`src/rtl/bnn_vad_pkg.sv`:
```
// bnn_vad_pkg: FSM state encoding and parameter derivations shared by the VAD core.
package bnn_vad_pkg;

    typedef enum logic [2:0] {S_IDLE, S_CONV, S_FC, S_CMP, S_OUT} state_t;

    function automatic int f_n_win(input int fl, input int ks, input int st);
        return (fl - ks) / st + 1;
    endfunction

    function automatic int f_sw(input int n_act);
        return $clog2(n_act + 1);
    endfunction

    function automatic int f_clsw(input int n_cls);
        return (n_cls > 1) ? $clog2(n_cls) : 1;
    endfunction

endpackage

```
`src/rtl/bnn_vad_core_popcount.sv`:
```
// popcount: combinational count of set bits in a W-bit vector.
module popcount #(
    parameter int W = 12,
    localparam int CW = $clog2(W + 1)
) (
    input  logic [W-1:0]  i_bits,
    output logic [CW-1:0] o_cnt
);

    always_comb begin
        o_cnt = '0;
        for (int i = 0; i < W; i++)
            o_cnt = o_cnt + CW'(i_bits[i]);
    end

endmodule

```
`src/rtl/bnn_vad_core.sv`:
```
// bnn_vad_core: binary conv + binary FC voice-activity classifier, one frame at a time.
// Activation of channel c, window w sits at bit c*N_WIN+w of the vector matched against fc_w.
module bnn_vad_core
    import bnn_vad_pkg::*;
#(
    parameter int DW        = 16,
    parameter int FRAME_LEN = 20,
    parameter int KSIZE     = 5,
    parameter int STRIDE    = 5,
    parameter int N_CH      = 3,
    parameter int N_CLS     = 2,
    localparam int N_WIN    = f_n_win(FRAME_LEN, KSIZE, STRIDE),
    localparam int NA       = N_CH * N_WIN,
    localparam int SW       = f_sw(NA),
    localparam int CLSW     = f_clsw(N_CLS)
) (
    input  logic                    clk,
    input  logic                    rst_n,
    input  logic                    frame_vld,
    output logic                    frame_rdy,
    input  logic [DW*FRAME_LEN-1:0] frame_data,
    input  logic [N_CH*KSIZE-1:0]   conv_w,
    input  logic [N_CLS*NA-1:0]     fc_w,
    input  logic [SW-1:0]           margin,
    output logic                    result_vld,
    input  logic                    result_rdy,
    output logic [CLSW-1:0]         result,
    output logic [SW-1:0]           best_score,
    output logic [15:0]             frame_cnt
);

    localparam int SUMW = DW + $clog2(KSIZE);
    localparam int CW   = $clog2((N_WIN > N_CLS ? N_WIN : N_CLS) + 1);

    state_t                  r_state, w_next;
    logic [DW*FRAME_LEN-1:0] r_frame;
    logic [NA-1:0]           r_act;
    logic [CW-1:0]           r_cnt;
    logic [SW-1:0]           r_score [N_CLS];
    logic [CLSW-1:0]         r_result;
    logic [SW-1:0]           r_best;
    logic [15:0]             r_frame_cnt;
    logic [DW-1:0]           w_smp [KSIZE];
    logic signed [SUMW-1:0]  w_sum [N_CH];
    logic [NA-1:0]           w_fc_sel, w_xnor;
    logic [SW-1:0]           w_pop, w_best, w_second;
    logic [CLSW-1:0]         w_idx;
    logic                    w_conv_last, w_fc_last;

    assign w_conv_last = r_cnt == CW'(N_WIN - 1);
    assign w_fc_last   = r_cnt == CW'(N_CLS - 1);
    assign w_xnor      = ~(r_act ^ w_fc_sel);
    assign result      = r_result;
    assign best_score  = r_best;
    assign frame_cnt   = r_frame_cnt;

    always_ff @(posedge clk or negedge rst_n)
        if (!rst_n) r_state <= S_IDLE;
        else        r_state <= w_next;

    always_comb begin
        w_next = r_state;
        case (r_state)
            S_IDLE:  w_next = frame_vld ? S_CONV : S_IDLE;
            S_CONV:  w_next = w_conv_last ? S_FC : S_CONV;
            S_FC:    w_next = w_fc_last ? S_CMP : S_FC;
            S_CMP:   w_next = S_OUT;
            S_OUT:   w_next = result_rdy ? S_IDLE : S_OUT;
            default: w_next = S_IDLE;
        endcase
    end

    always_comb begin
        frame_rdy  = r_state == S_IDLE;
        result_vld = r_state == S_OUT;
    end

    // Window selected by r_cnt, then every channel sums its signed taps in parallel.
    always_comb begin
        for (int k = 0; k < KSIZE; k++) begin
            w_smp[k] = '0;
            for (int w = 0; w < N_WIN; w++)
                if (r_cnt == CW'(w)) w_smp[k] = r_frame[(w*STRIDE+k)*DW +: DW];
        end
        for (int c = 0; c < N_CH; c++) begin
            w_sum[c] = '0;
            for (int k = 0; k < KSIZE; k++)
                w_sum[c] = conv_w[c*KSIZE+k] ? w_sum[c] + SUMW'($signed(w_smp[k]))
                                             : w_sum[c] - SUMW'($signed(w_smp[k]));
        end
    end

    // Strict '>' keeps the lowest index on ties; second is the best of the rest.
    always_comb begin
        w_fc_sel = '0;
        for (int j = 0; j < N_CLS; j++)
            if (r_cnt == CW'(j)) w_fc_sel = fc_w[j*NA +: NA];
        w_best   = r_score[0];
        w_second = '0;
        w_idx    = '0;
        for (int j = 1; j < N_CLS; j++)
            if (r_score[j] > w_best) begin
                w_second = w_best;
                w_best   = r_score[j];
                w_idx    = CLSW'(j);
            end else if (r_score[j] > w_second) begin
                w_second = r_score[j];
            end
    end

    popcount #(.W(NA)) u_popcount (
        .i_bits (w_xnor),
        .o_cnt  (w_pop)
    );

    always_ff @(posedge clk or negedge rst_n)
        if (!rst_n) begin
            r_frame     <= '0;
            r_act       <= '0;
            r_cnt       <= '0;
            r_result    <= '0;
            r_best      <= '0;
            r_frame_cnt <= '0;
            for (int j = 0; j < N_CLS; j++) r_score[j] <= '0;
        end else begin
            if (r_state == S_IDLE && frame_vld) r_frame <= frame_data;
            r_cnt <= ((r_state == S_CONV && !w_conv_last) || (r_state == S_FC && !w_fc_last)) ? r_cnt + 1'b1 : '0;
            if (r_state == S_CONV)
                for (int c = 0; c < N_CH; c++)
                    for (int w = 0; w < N_WIN; w++)
                        if (r_cnt == CW'(w)) r_act[c*N_WIN+w] <= ~w_sum[c][SUMW-1];
            if (r_state == S_FC)
                for (int j = 0; j < N_CLS; j++)
                    if (r_cnt == CW'(j)) r_score[j] <= w_pop;
            if (r_state == S_CMP) begin
                r_best <= w_best;
                if (w_best - w_second >= margin) r_result <= w_idx;
            end
            if (r_state == S_OUT && result_rdy) r_frame_cnt <= r_frame_cnt + 16'd1;
        end

endmodule

```
`config.mk`:
```
export PLATFORM = sky130hd
export DESIGN_NAME = bnn_vad_core
export DESIGN_NICKNAME = d
export VERILOG_FILES = /design/src/rtl/bnn_vad_pkg.sv /design/src/rtl/bnn_vad_core_popcount.sv /design/src/rtl/bnn_vad_core.sv
export SDC_FILE = /design/constraint.sdc
export NUM_CORES = 1
export LEC_CHECK = 0
export ABC_AREA = 1
export ABC_CLOCK_PERIOD_IN_PS = 10400
export CORE_MARGIN = 2
export CORE_UTILIZATION = 50
export DETAILED_ROUTE_END_ITERATION = 6
export MAX_ROUTING_LAYER = met4
export PLACE_DENSITY = 0.73
export SLEW_MARGIN = 20
export SYNTH_ARGS = -nofsm -noshare
export SYNTH_HDL_FRONTEND = slang
export SYNTH_HIERARCHICAL = 1
export SYNTH_SLANG_ARGS = --single-unit
```
`constraint.sdc`:
```
create_clock -name clk -period 10.4 [get_ports clk]
set_clock_uncertainty 0.1 [all_clocks]
set_input_delay 1.04 -clock clk [delete_from_list [all_inputs] [get_ports clk]]
set_output_delay 1.04 -clock clk [all_outputs]
set_load 0.02 [all_outputs]
```
Yosys cells after proc, flatten, opt, wreduce, memory -nomap -nowiden
Cells that the tools add are included.
{"block": "totals", "ff_bits": 367, "latchBits": 0, "ramBits": 0, "mem_bits_ro": 0, "output_inout_bits": 23, "word_cells": 129, "mem_count": 0}
{"block": "classes", "addsub": 39, "multipliers": 0, "n_div": 0, "order_cmp": 3, "n_eq_ne": 7, "n_shift": 0, "n_mux": 47, "bitwise_logic": 5, "n_reduce_logical": 16}
{"cell": "$mux 16", "count": 20}
{"cell": "$mux 19", "count": 15}
{"cell": "$add 19x16->19", "count": 12}
{"cell": "$sub 19x16->19", "count": 12}
{"cell": "$add 4x1->4", "count": 10}
{"cell": "$mux 12", "count": 2}
{"cell": "$sub 1x16->17 const A", "count": 1}
{"cell": "$add 16x1->16 const B", "count": 1}
{"cell": "$pmux 3 s5", "count": 1}
{"cell": "$reduce_and 2->1", "count": 7}
{"cell": "$eq 3x2->1 const B", "count": 4}
{"cell": "$mux 4", "count": 3}
{"cell": "$not 12->12", "count": 1}
{"cell": "$xor 12x12->12", "count": 1}
{"cell": "$eq 3x1->1 const B", "count": 2}
{"cell": "$logic_not 3->1", "count": 2}
{"cell": "$mux 3", "count": 2}
{"cell": "$ge 4x4->1", "count": 1}
{"cell": "$gt 4x1->1 const B", "count": 1}
{"cell": "$gt 4x4->1", "count": 1}
{"cell": "$logic_and 1x1->1", "count": 4}
{"cell": "$sub 4x4->4", "count": 1}
{"cell": "$add 3x1->3 const B", "count": 1}
{"cell": "$eq 3x3->1 const B", "count": 1}
{"cell": "other kinds (6)", "count": 11}

Logic depth before layout (Yosys ltp)
{"block": "logic_depth", "ltp_word": 16, "depth_mapped": 65, "depth_no_buf": 62}

Cells and area by module
The synthesis kept the hierarchy.
{"mod": "bnn_vad_core", "instances": 1, "cells_per_inst": 4032, "area_per_inst_um2": 30535.5}
{"mod": "popcount", "instances": 1, "cells_per_inst": 34, "area_per_inst_um2": 284.0}

Worst setup path before layout
Ideal clock, no wire load.
{"block": "synth_path", "kind": "reg2reg", "startpoint": "reg r_cnt[2]", "endpoint": "reg r_act[10]", "setup_ns": 0.118, "arrival_time_ns": 7.790, "path_slack_ns": 2.392, "stages_incl_launch_ff": 61, "n_path_buf": 5, "synth_period_minus_slack_ns": 8.008, "cell_sequence": "dfrtp_1 -> inv_4 -> buf_2 -> ha_1 -> buf_2 -> inv_1 -> buf_2 -> buf_4 -> buf_4 -> nand2_1 -> o22ai_2 -> ha_1 -> nand3_1 -> nor3_1 -> xor2_1 -> nand2_1 -> o21ai_0 -> ha_1 -> [... 25 more ...] -> nand4_1 -> nand3_1 -> xor2_1 -> ha_1 -> nand2_1 -> inv_1 -> nand3_1 -> o221ai_1 -> a21oi_1 -> nand2_1 -> nand2_1 -> nand2_1 -> inv_1 -> nand2_1 -> nand2_1 -> nand2_2 -> nand3_1 -> nand2_1"}
{"block": "synth_via", "elab_chain_cells": 16}
{"item": "start: declaration", "line": "bnn_vad_core.sv:38", "rtl": "logic [CW-1:0] r_cnt;"}
{"item": "start signal: assignment", "line": "bnn_vad_core.sv:127", "rtl": "r_cnt <= ((r_state == S_CONV && !w_conv_last) || (r_state == S_FC && !w_fc_last)) ? r_cnt + 1'b1 : '0;"}
{"item": "$logic_not 3->1", "line": "bnn_vad_core.sv:83", "rtl": "if (r_cnt == CW'(w)) w_smp[k] = r_frame[(w*STRIDE+k)*DW +: DW];"}
{"item": "$mux 16 (4 in a row)", "line": "bnn_vad_core.sv:83"}
{"item": "$sub 1x16->17", "line": "bnn_vad_core.sv:89", "rtl": ": w_sum[c] - SUMW'($signed(w_smp[k]));"}
{"item": "$mux 19", "line": "bnn_vad_core.sv:88", "rtl": "w_sum[c] = conv_w[c*KSIZE+k] ? w_sum[c] + SUMW'($signed(w_smp[k]))"}
{"item": "$sub 19x16->19 or $add 19x16->19 (tied branches)", "line": "bnn_vad_core.sv:89, bnn_vad_core.sv:88"}
{"item": "$mux 19", "line": "bnn_vad_core.sv:88"}
{"item": "$sub 19x16->19 or $add 19x16->19 (tied branches)", "line": "bnn_vad_core.sv:89, bnn_vad_core.sv:88"}
{"item": "$mux 19", "line": "bnn_vad_core.sv:88"}
{"item": "$sub 19x16->19 or $add 19x16->19 (tied branches)", "line": "bnn_vad_core.sv:89, bnn_vad_core.sv:88"}
{"item": "$mux 19", "line": "bnn_vad_core.sv:88"}
{"item": "$sub 19x16->19 or $add 19x16->19 (tied branches)", "line": "bnn_vad_core.sv:89, bnn_vad_core.sv:88"}
{"item": "$mux 19", "line": "bnn_vad_core.sv:88"}
{"item": "$not 1->1", "line": "bnn_vad_core.sv:131", "rtl": "if (r_cnt == CW'(w)) r_act[c*N_WIN+w] <= ~w_sum[c][SUMW-1];"}
{"item": "end signal: indexed assignment", "line": "bnn_vad_core.sv:131"}
{"item": "end: declaration", "line": "bnn_vad_core.sv:37", "rtl": "logic [NA-1:0] r_act;"}
Parallel ways exist; a longest one is shown, timed or not.
A chain may end at the register's enable or synchronous reset.

Final worst setup path
{"block": "layout_path", "startpoint": "reg r_cnt[2]", "endpoint": "reg r_act[5]"}
Same word-level chain as after synthesis.

==> impl_metrics.json <==
{
  "ys.flop_type": "dfrtp_1",
  "rsz0062_at_grt": "false",
  "cts_hold_buf": 0,
  "crit_type": "flip-flop to flip-flop",
  "synth_compound_area_frac": 0.147,
  "syn-num-nets": 4683,
  "postPlaceCellArea_sq_um": 35200,
  "synthSimpleGateAreaFrac": 0.207,
  "cp_num_buf_inv": 6,
  "synth_edf_count": 0,
  "finalCritPeriodShare": 0.908,
  "dp.cells": 5128,
  "grt_max_degree": 182,
  "tightest_slew_ps": 1050,
  "synthCells": 4066,
  "timing.rr.start": "r_cnt[2]",
  "grt_pass1_wl_um": 158000,
  "synth_mux_area_frac": 0.0939,
  "worstSetupEndpointType": "flip-flop",
  "critPathMaxStageDelay_ps": 440,
  "syn_area_sq_um": 30800,
  "final_max_slew_viol_count": 0,
  "htreeDepth": 2,
  "io_pins": 390,
  "cts_num_sinks": 367,
  "first_iter_violations": 2158,
  "grt_remaining_overflow": 0,
  "tns_ps": 0,
  "design_area_sq_um": 36600,
  "reg2reg_to": "r_act[5]",
  "r2r_slack_ps": 960,
  "grt_pass1_vias": 27500,
  "io_buffers": 389,
  "area_delta_synth_final_pct": 18.6,
  "dieArea_sq_um": 63600,
  "finalSetupViolations": 0,
  "crit_family": "simple AND/OR/NAND/NOR gates",
  "drive_gt1_frac": 0.102,
  "ant_nets": 0,
  "vias": 28300,
  "cpMaxStageDelayCell": "dfrtp_1",
  "coreArea_sq_um": 61400,
  "final_cell_count_no_fill": 5207,
  "cp.depth": 55,
  "crit_top_cell": "nand2_1",
  "antenna_found_initial": 10,
  "synth_top_family_by_area": "simple AND/OR/NAND/NOR gates",
  "routabilityCongestion": 0.996,
  "cap_violations": 0,
  "fin_crit_ps": 9440,
  "async_flop_share": 1.00,
  "synthTopCellsByArea": "dfrtp_1 (30%), nand2_1 (12%), ha_1 (9.5%), mux2_2 (9.4%), inv_1 (5.8%)",
  "hold_viol_final": 0,
  "timing.fmax_ghz": 0.106,
  "cts_tree": "yes",
  "routedWlPerCell_um": 20.0,
  "startpoint_type": "flip-flop",
  "yosys.cell_types.count": 66,
  "clk_path_buf_depth": 3,
  "dr.pass1.iters": 5,
  "synth-xor-area-share": 0.0676,
  "initial_core_util": 0.502,
  "yosys_warnings": 6,
  "fp.dieW_um": 252,
  "synth_top_area_frac": 0.298,
  "clk_latency_ps": 570,
  "outcome": "completed",
  "grt_use_total": 0.334,
  "holdCritPathClass": "primary input to asynchronous set/reset pin",
  "vias_per_cell": 5.44,
  "synth-seq-cells": 367,
  "crit_required_ps": 10760,
  "critPathArrivalTime_ps": 9800,
  "nets": 4996,
  "hpwlAfterDp_um": 84700,
  "critPathMaxFanout": 33,
  "ff2ff_path_depth": 55,
  "path_clk_slew_ps": 60,
  "num_rows": 91,
  "synth_area_leader_cell": "dfrtp_1",
  "yosysMostFrequentCell": "nand2_1",
  "synth_common_cells": "nand2_1 (961), inv_1 (475), dfrtp_1 (367)",
  "relSlewSlack": 0.299,
  "synth-adder-area-share": 0.106,
  "avgSynthCellArea_sq_um": 7.58,
  "synth_seq_area_share": 0.298,
  "wirelength_um": 104000,
  "cts_root_buf": "clkbuf_16",
  "fp.dieH_um": 252,
  "drc": 0,
  "cts_inserted_buffers": 38
}
==> cell usage in the layout (no fill, tap or decap), types with 8 or more instances in the layout <==
master / count
diode_2: 11
nor2_1: 255
nand2_1: 960
a21oi_1: 311
fa_1: 17
inv_1: 474
ha_1: 232
o31ai_1: 17
clkbuf_16: 38
a21boi_0: 11
inv_2: 11
clkdlybuf4s50_1: 388
clkbuf_1: 9
o21ai_0: 307
o21ai_1: 9
mux2_2: 257
nor2_2: 13
xnor2_1: 48
nor3_1: 60
a22oi_1: 13
dfrtp_1: 367
o211ai_1: 19
clkinv_2: 8
or2_2: 18
o21a_1: 10
xor2_1: 186
nand2_2: 18
o21bai_1: 20
nand3_1: 157
nand4_1: 19
a31oi_1: 18
buf_4: 18
==> layer usage <==
metal	vias to the layer above	global-route usage	wire, um
met3	187	0.0395	5740
met1	13200	0.408	43600
met4	0	0.133	4460
met5	-	-	0
met2	923	0.564	50300
li1	14000	-	-
==> registers in the layout, indices dropped and copies added, names as in the netlist <==
register and cells:
r_frame 320, r_cnt 3, r_score 8, result 1, r_act 12, frame_cnt 16
r_state 3, best_score 4
==> worst max path at each step <==
stage                     startpoint   endpoint
final                       r_cnt[2]   r_act[5]
after global routing        r_cnt[0]  r_act[10]
after CTS                   r_cnt[0]  r_act[11]
after detailed placement    r_cnt[0]   r_act[5]
after global placement      r_cnt[2]   r_act[3]
after floorplan             r_cnt[2]  r_act[10]
==> through the flow <==
| stage | util | hold WS, ps | setup slack [ps] |
|---|---|---|---|
| after floorplan | - | 356 | 2390 |
| after global placement | 0.574 | 365 | 984 |
| after detailed placement | 0.574 | 365 | 981 |
| after CTS | 0.594 | 374 | 896 |
| after global routing | 0.596 | 272 | 69.9 |
| final | 0.596 | 252 | 957 |
==> area by class of cell <==
class	count	area [sq um]
Sequential cell	367	9180
Clock inverter	13	159
Timing Repair Buffer	411	4110
Inverter	492	1850
Tap cell	790	988
Fill cell	5627	24800
Multi-Input combinational cell	3069	19100
Antenna cell	11	27.5
Clock buffer	54	1080
==> logic make-up (layout without fill, tap and decap cells) <==
group / Yosys count / in the layout
flip-flops: 367 / 367
other: 0 / 11
multiplexers: 257 / 257
AO/OA/AOI/OAI: 795 / 795
adder cells (fa/ha/maj): 250 / 250
AND/OR/NAND/NOR: 1531 / 1531
XOR/XNOR: 236 / 236
buffers and inverters: 630 / 970
==> timing repair <==
item / CTS / global route
endpoints found under the setup margin: 0 / 12
gates resized for setup: 0 / 3
buffers inserted: 0 / 0
Power is left out: the tool's default activity adds up to more than one toggle a clock period on the data nets, which glitch-free logic cannot reach.
